==> config.mk <==
export PLATFORM = sky130hd
export DESIGN_NAME = bcd_serial_subtractor
export DESIGN_NICKNAME = d
export VERILOG_FILES = /design/src/rtl/bcd_serial_subtractor_pkg.sv /design/src/rtl/bcd_digit_sub.sv /design/src/rtl/bcd_serial_subtractor.sv
export SDC_FILE = /design/constraint.sdc
export NUM_CORES = 1
export LEC_CHECK = 0
export BUFFER_PORTS_ARGS = -buffer_cell sky130_fd_sc_hd__buf_2
export CELL_PAD_IN_SITES_DETAIL_PLACEMENT = 0
export CELL_PAD_IN_SITES_GLOBAL_PLACEMENT = 2
export CORE_MARGIN = 2
export CORE_UTILIZATION = 37
export DETAILED_ROUTE_END_ITERATION = 8
export GPL_TIMING_DRIVEN = 0
export PLACE_DENSITY_LB_ADDON = 0.1
export SYNTH_ARGS = -nofsm -noshare
export SYNTH_HDL_FRONTEND = slang
export SYNTH_HIERARCHICAL = 1
export SYNTH_SLANG_ARGS = --single-unit
==> constraint.sdc <==
create_clock -name clk -period 3.65 [get_ports clk]
set_input_delay 0.365 -clock clk [delete_from_list [all_inputs] [get_ports clk]]
set_output_delay 0.365 -clock clk [all_outputs]
set_load 0.1 [all_outputs]
==> src/rtl/bcd_serial_subtractor_pkg.sv <==
// Shared decimal-arithmetic definitions for the packed-BCD datapath blocks.
package bcd_serial_subtractor_pkg;

    localparam int unsigned BCD_W = 4;
    localparam int unsigned RADIX = 10;

    typedef enum logic [1:0] {
        StIdle,
        StRun,
        StDone
    } state_e;

endpackage

==> src/rtl/bcd_digit_sub.sv <==
// Combinational single-digit BCD subtract with borrow in/out and bad-digit flag.
module bcd_digit_sub
    import bcd_serial_subtractor_pkg::*;
(
    input  logic [BCD_W-1:0] a_d,
    input  logic [BCD_W-1:0] b_d,
    input  logic             bin,
    output logic [BCD_W-1:0] d,
    output logic             bout,
    output logic             bad
);

    // a_d - b_d - bin spans -16..15, so five bits hold it with t[4] as the sign.
    logic [BCD_W:0] t;

    always_comb begin
        t    = {1'b0, a_d} - {1'b0, b_d} - {{BCD_W{1'b0}}, bin};
        bout = t[BCD_W];
        d    = bout ? (t[BCD_W-1:0] + BCD_W'(RADIX)) : t[BCD_W-1:0];
        bad  = (a_d > BCD_W'(RADIX - 1)) | (b_d > BCD_W'(RADIX - 1));
    end

endmodule

==> src/rtl/bcd_serial_subtractor.sv <==
// Digit-serial packed-BCD subtractor: A - B one digit per clock, LSD first, start/done handshake.
module bcd_serial_subtractor
    import bcd_serial_subtractor_pkg::*;
#(
    parameter int unsigned DIGITS = 4
) (
    input  logic                    clk,
    input  logic                    rst_n,
    input  logic                    start,
    input  logic [BCD_W*DIGITS-1:0] a,
    input  logic [BCD_W*DIGITS-1:0] b,
    output logic                    busy,
    output logic                    done,
    output logic [BCD_W*DIGITS-1:0] diff,
    output logic                    borrow,
    output logic                    invalid
);

    localparam int unsigned W    = BCD_W * DIGITS;
    localparam int unsigned IdxW = (DIGITS > 1) ? $clog2(DIGITS) : 1;
    localparam logic [IdxW-1:0] LastIdx = IdxW'(DIGITS - 1);

    state_e          state_q;
    logic [IdxW-1:0] idx_q;
    logic [W-1:0]    a_q;
    logic [W-1:0]    b_q;
    logic [W-1:0]    acc_q;
    logic [W-1:0]    acc_next;
    logic            bin_q;
    logic            bad_q;

    logic [BCD_W-1:0] d;
    logic             bout;
    logic             bad;

    bcd_digit_sub u_digit (
        .a_d  (a_q[BCD_W-1:0]),
        .b_d  (b_q[BCD_W-1:0]),
        .bin  (bin_q),
        .d    (d),
        .bout (bout),
        .bad  (bad)
    );

    // New digits enter at the top so digit 0 ends up at the bottom after DIGITS shifts.
    always_comb begin
        acc_next = acc_q >> BCD_W;
        acc_next[W-1 -: BCD_W] = d;
    end

    always_ff @(posedge clk or negedge rst_n) begin
        if (!rst_n) begin
            state_q <= StIdle;
            idx_q   <= '0;
            a_q     <= '0;
            b_q     <= '0;
            acc_q   <= '0;
            bin_q   <= 1'b0;
            bad_q   <= 1'b0;
            busy    <= 1'b0;
            done    <= 1'b0;
            diff    <= '0;
            borrow  <= 1'b0;
            invalid <= 1'b0;
        end else begin
            case (state_q)
                StIdle: begin
                    done <= 1'b0;
                    if (start) begin
                        a_q     <= a;
                        b_q     <= b;
                        idx_q   <= '0;
                        acc_q   <= '0;
                        bin_q   <= 1'b0;
                        bad_q   <= 1'b0;
                        busy    <= 1'b1;
                        state_q <= StRun;
                    end
                end
                StRun: begin
                    a_q   <= a_q >> BCD_W;
                    b_q   <= b_q >> BCD_W;
                    acc_q <= acc_next;
                    bin_q <= bout;
                    bad_q <= bad_q | bad;
                    if (idx_q == LastIdx) begin
                        diff    <= acc_next;
                        borrow  <= bout;
                        invalid <= bad_q | bad;
                        busy    <= 1'b0;
                        done    <= 1'b1;
                        state_q <= StDone;
                    end else begin
                        idx_q <= idx_q + IdxW'(1);
                    end
                end
                StDone: begin
                    done    <= 1'b0;
                    state_q <= StIdle;
                end
                default: begin
                    busy    <= 1'b0;
                    done    <= 1'b0;
                    state_q <= StIdle;
                end
            endcase
        end
    end

endmodule

* Word-level counts from Yosys, hierarchy flattened
Cells that the tools add are included.
W data, S select, Z words.
** Cells by class
- $lt $le $gt $ge :: 2
- Add/sub/neg operators :: 4
- Eq/ne operators :: 6
- Muxes and demuxes :: 21
- Reduce and logical (&&, ||, !) cells :: 7
- Bitwise operators :: 3
** Operators with widths (count)
- $pmux W16 S2 :: 3
- $mux W16 :: 3
- $gt A4 B4 Y1 const B :: 2
- $mux W2 :: 4
- $pmux W2 S2 :: 2
- $ne A2 B2 Y1 const B :: 3
- $reduce_and A2 Y1 :: 3
- $reduce_and A3 Y1 :: 2
- $mux W1 :: 5
- $sub A4 B4 Y5 :: 1
- $sub A5 B1 Y5 :: 1
- $add A4 B4 Y4 const B :: 1
- $eq A2 B2 Y1 const B :: 2
- $mux W4 :: 1
- $pmux W1 S2 :: 2
- $pmux W1 S3 :: 1
- $add A2 B1 Y2 const B :: 1
- $eq A2 B1 Y1 const B :: 1
- $logic_not A2 Y1 :: 1
- $or A1 B1 Y1 :: 2
- $reduce_bool A2 Y1 :: 1
- $not A1 Y1 :: 1
** Storage, ports and cells
- Output and inout port bits :: 20
- Register bits :: 74
- Input bits :: 35

* Longest topological paths before layout
- Word-level depth :: 5
- Mapped depth :: 9
- Mapped depth without buffers :: 9

* Hierarchy
Netlist, hierarchy kept.
** By module, submodules not included
- bcd_serial_subtractor :: instances 1, cells each 244, area an instance 3005.4 µm²
- bcd_digit_sub :: instances 1, cells each 35, area an instance 287.8 µm²

* Worst setup path before layout
OpenSTA, ideal clock, no wires.
- Path kind :: register to register
- Start :: register a_q[0]
- End :: register diff[14]
- Period minus slack after synthesis :: 2538 ps
- Stages on the path, launching flop included :: 8
- Setup slack :: 1112 ps
- Data arrival time :: 2413 ps
- Buffers on the path :: 0
- Cells stage by stage :: dfrtp_1 -> fa_1 -> fa_1 -> nand2b_1 -> a211o_1 -> and2_4 -> mux2_4 -> mux2_4
** Between the ends
- Word-level cells in the longest chain between the ends :: 4
** Ends and longest elaborated chain
- start: declaration :: RTL line bcd_serial_subtractor.sv:25 : logic [W-1:0] a_q;
- start signal: assignment :: RTL line bcd_serial_subtractor.sv:81 : a_q <= a_q >> BCD_W;
- $sub A4 B4 Y5 (*) :: RTL line bcd_digit_sub.sv:17 : t = {1'b0, a_d} - {1'b0, b_d} - {{BCD_W{1'b0}}, bin};
- $sub A5 B1 Y5 (*) :: RTL line bcd_digit_sub.sv:17
- $add A4 B4 Y4 :: RTL line bcd_digit_sub.sv:19 : d = bout ? (t[BCD_W-1:0] + BCD_W'(RADIX)) : t[BCD_W-1:0];
- $mux W4 (*) :: RTL line bcd_digit_sub.sv:19
- via d[2] :: RTL line bcd_serial_subtractor.sv:32 : logic [BCD_W-1:0] d;
- end signal: assignment :: RTL line bcd_serial_subtractor.sv:87 : diff <= acc_next;
- end: declaration :: RTL line bcd_serial_subtractor.sv:14 : output logic [BCD_W*DIGITS-1:0] diff,
Mark *: on every way through the listed nets, which the timed path passes. The rest lies on a longest branch.
A chain may end at the register's enable or synchronous reset.

* Worst setup path after layout
Ends and elaborated chain as after synthesis.

==> impl_metrics.env <==
export IMPL_yosys_warnings=6
export IMPL_fp_dieH_um=98.3
export IMPL_synth_nets=325
export IMPL_via_per_inst=5.25
export IMPL_ys_top_cells_by_count="dfrtp_1 (70), o22ai_1 (36), a21oi_1 (22)"
export IMPL_yosysSeqAreaShare_pct=53.2
export IMPL_synth_distinct_cells=35
export IMPL_maxCapViolCount=0
export IMPL_dp_final_hpwl_um=5580
export IMPL_antenna_found_initial=0
export IMPL_crit_arrival_ns=2.93
export IMPL_synth_flop_cell="dfrtp_1"
export IMPL_clk_latency_ns=0.34
export IMPL_core_area_mm2=0.00868
export IMPL_netlist_top_cells_area="dfrtp_1 (53%), mux2_4 (8.2%), o22ai_1 (6.8%), a22o_1 (3.5%), ha_1 (3.4%)"
export IMPL_synthCells=279
export IMPL_clkTransAtPathRegs_ns=0.09
export IMPL_crit_type="register to register"
export IMPL_numPortBuffers=53
export IMPL_fin_crit_sh_pct=74.1
export IMPL_gp_congestion=0.755
export IMPL_critPathMaxFanout=3
export IMPL_critPathLaunchType="register"
export IMPL_die_w_um=98.3
export IMPL_drt_initial_drc_count=68
export IMPL_run_status="finished clean"
export IMPL_area_growth_pct=19.9
export IMPL_setup_viol=0
export IMPL_hold_path_class="primary input to register"
export IMPL_slew_violations=0
export IMPL_yosys_register_bits=70
export IMPL_hold_viol_final=0
export IMPL_grt_pass1_vias=2445
export IMPL_ios=55
export IMPL_drive_above_1_share_pct=32.9
export IMPL_rsz0062_at_grt="no"
export IMPL_cts_buffers=9
export IMPL_grt_overflow_total=0
export IMPL_antennaDiodeCount=0
export IMPL_tns_ns=0
export IMPL_avgRoutedWirePerCell_um=17.4
export IMPL_yosysTopAreaCell="dfrtp_1"
export IMPL_slowest_delay_ns=0.50
export IMPL_cts_sinks=70
export IMPL_fp_row_count=34
export IMPL_cts_setup_buffers=0
export IMPL_grt_util_all_layers_pct=17.3
export IMPL_nNetsFinal=391
export IMPL_yosysTopAreaCellShare_pct=53.2
export IMPL_maxSlewHeadroom_pct=63.6
export IMPL_vias=2403
export IMPL_crit_chain="fa_1 -> fa_1 -> nand2b_1 -> a211o_1 -> and2_4 -> mux2_4 -> mux2_4"
export IMPL_dr_pass1_iters=4
export IMPL_die_area_mm2=0.00967
export IMPL_syn_area_mm2=0.00329
export IMPL_start_util_pct=37.9
export IMPL_fmax_mhz=370
export IMPL_clock_path_buffers=2
export IMPL_htreeDepth=3
export IMPL_synth_edff_count=0
export IMPL_yosysMostFrequentCell="dfrtp_1"
export IMPL_ant_nets=0
export IMPL_nFillCells=876
export IMPL_required_ns=3.87
export IMPL_crit_path_end_kind="register"
export IMPL_routed_wl_um=7990
export IMPL_worst_pin_slew_ns=0.546
export IMPL_root_buffer="clkbuf_8"
export IMPL_drc_errors=0
export IMPL_postSynthAreaPerCell_um2=11.8
export IMPL_cts_tree="done"
export IMPL_grt_max_degree=41
export IMPL_skew_ns=0.0112
export IMPL_grt_pass1_wl_um=13100
export IMPL_cp_slowest_cell="fa_1"
export IMPL_finalCriticalPeriod_ns=2.70
export IMPL_ys_async_sr_fraction_pct=100
==> routing by layer <==
metal  global-route usage (%)  vias up  share of wire, %
met5                        0        -                 0
met4                     6.01        0              0.74
met3                     2.51        5               3.3
met2                     28.4       48                48
met1                     23.6     1184                48
li1                         -     1166                 -
==> placed cells by master, fill, tap and decap left out, drive strengths merged, types with 7 or more instances in the layout <==
master / instances
a21oi: 22
a22o: 13
buf: 69
clkbuf: 15
dfrtp: 70
ha: 9
inv: 14
mux2: 18
nand2: 11
nand3b: 7
nor2: 11
o21ai: 22
o22ai: 36
==> stage by stage <==
stage / setup slack (ns) / instances / hold WS [ns] / utilization (%) / area [µm²]
2_1_floorplan: 1.11 / 279 / 0.0694 / - / 3290
3_3_place_gp: 0.995 / 440 / 0.480 / 42.6 / 3690
3_5_place_dp: 0.958 / 441 / 0.343 / 42.8 / 3720
4_1_cts: 0.944 / 458 / 0.238 / 45.5 / 3950
5_1_grt: 0.857 / 458 / 0.258 / 45.5 / 3950
6_report: 0.947 / 458 / 0.247 / 45.5 / 3950
==> repair_timing <==
action                                 CTS  global route
endpoints found under the hold margin   30             0
hold buffers                             1             0
resized for setup                        0             0
==> layout make-up <==
cell class | count | area (µm²) | area share [%]
Inverter | 12 | 45.0 | 1.14
Timing Repair Buffer | 55 | 298 | 7.54
Clock inverter | 6 | 93.8 | 2.38
Tap cell | 108 | 135 | 3.42
Multi-Input combinational cell | 177 | 1370 | 34.7
Clock buffer | 10 | 128 | 3.23
Sequential cell | 70 | 1750 | 44.4
Buffer | 20 | 128 | 3.23
==> worst max-delay path: cells and delay by family (launching register included) <==
kind | cells | cell delay (ns)
fa+ha+maj | 2 | 0.91
compound gates | 1 | 0.32
mux | 2 | 0.57
flops | 1 | 0.44
simple gates | 2 | 0.36
==> worst paths after layout <==
check | from | endpoint | slack (ns) | depth (start not counted)
min reg2reg | invalid | invalid | 0.49 | 2
max in group asynchronous | rst_n | b_q[0] | 2.59 | 3
max | a_q[0] | diff[14] | 0.95 | 7
max reg2reg | a_q[0] | diff[14] | 0.95 | 7
min | b[15] | b_q[15] | 0.25 | 3
min in group asynchronous | rst_n | diff[3] | 0.49 | 2
==> registers in the layout (all words and copies together) (netlist names) <==
register	flops
a_q	16
acc_q	12
b_q	16
bad_q	1
bin_q	1
borrow	1
busy	1
diff	16
done	1
idx_q	2
invalid	1
state_q	2
==> logic make-up after synthesis <==
kind of cell,count (synthesis),share of synthesized area [%]
muxes,18,8.21
and+or+nand+nor,38,6.84
buffers and inverters,32,5.24
adders and majority gates,11,4.64
DFF,70,53.2
AOI/OAI and AO/OA,105,20.6
xor gates and xnor gates,5,1.33
Power is left out: the tool's default activity adds up to more than one toggle a clock period on the data nets, which glitch-free logic cannot reach.
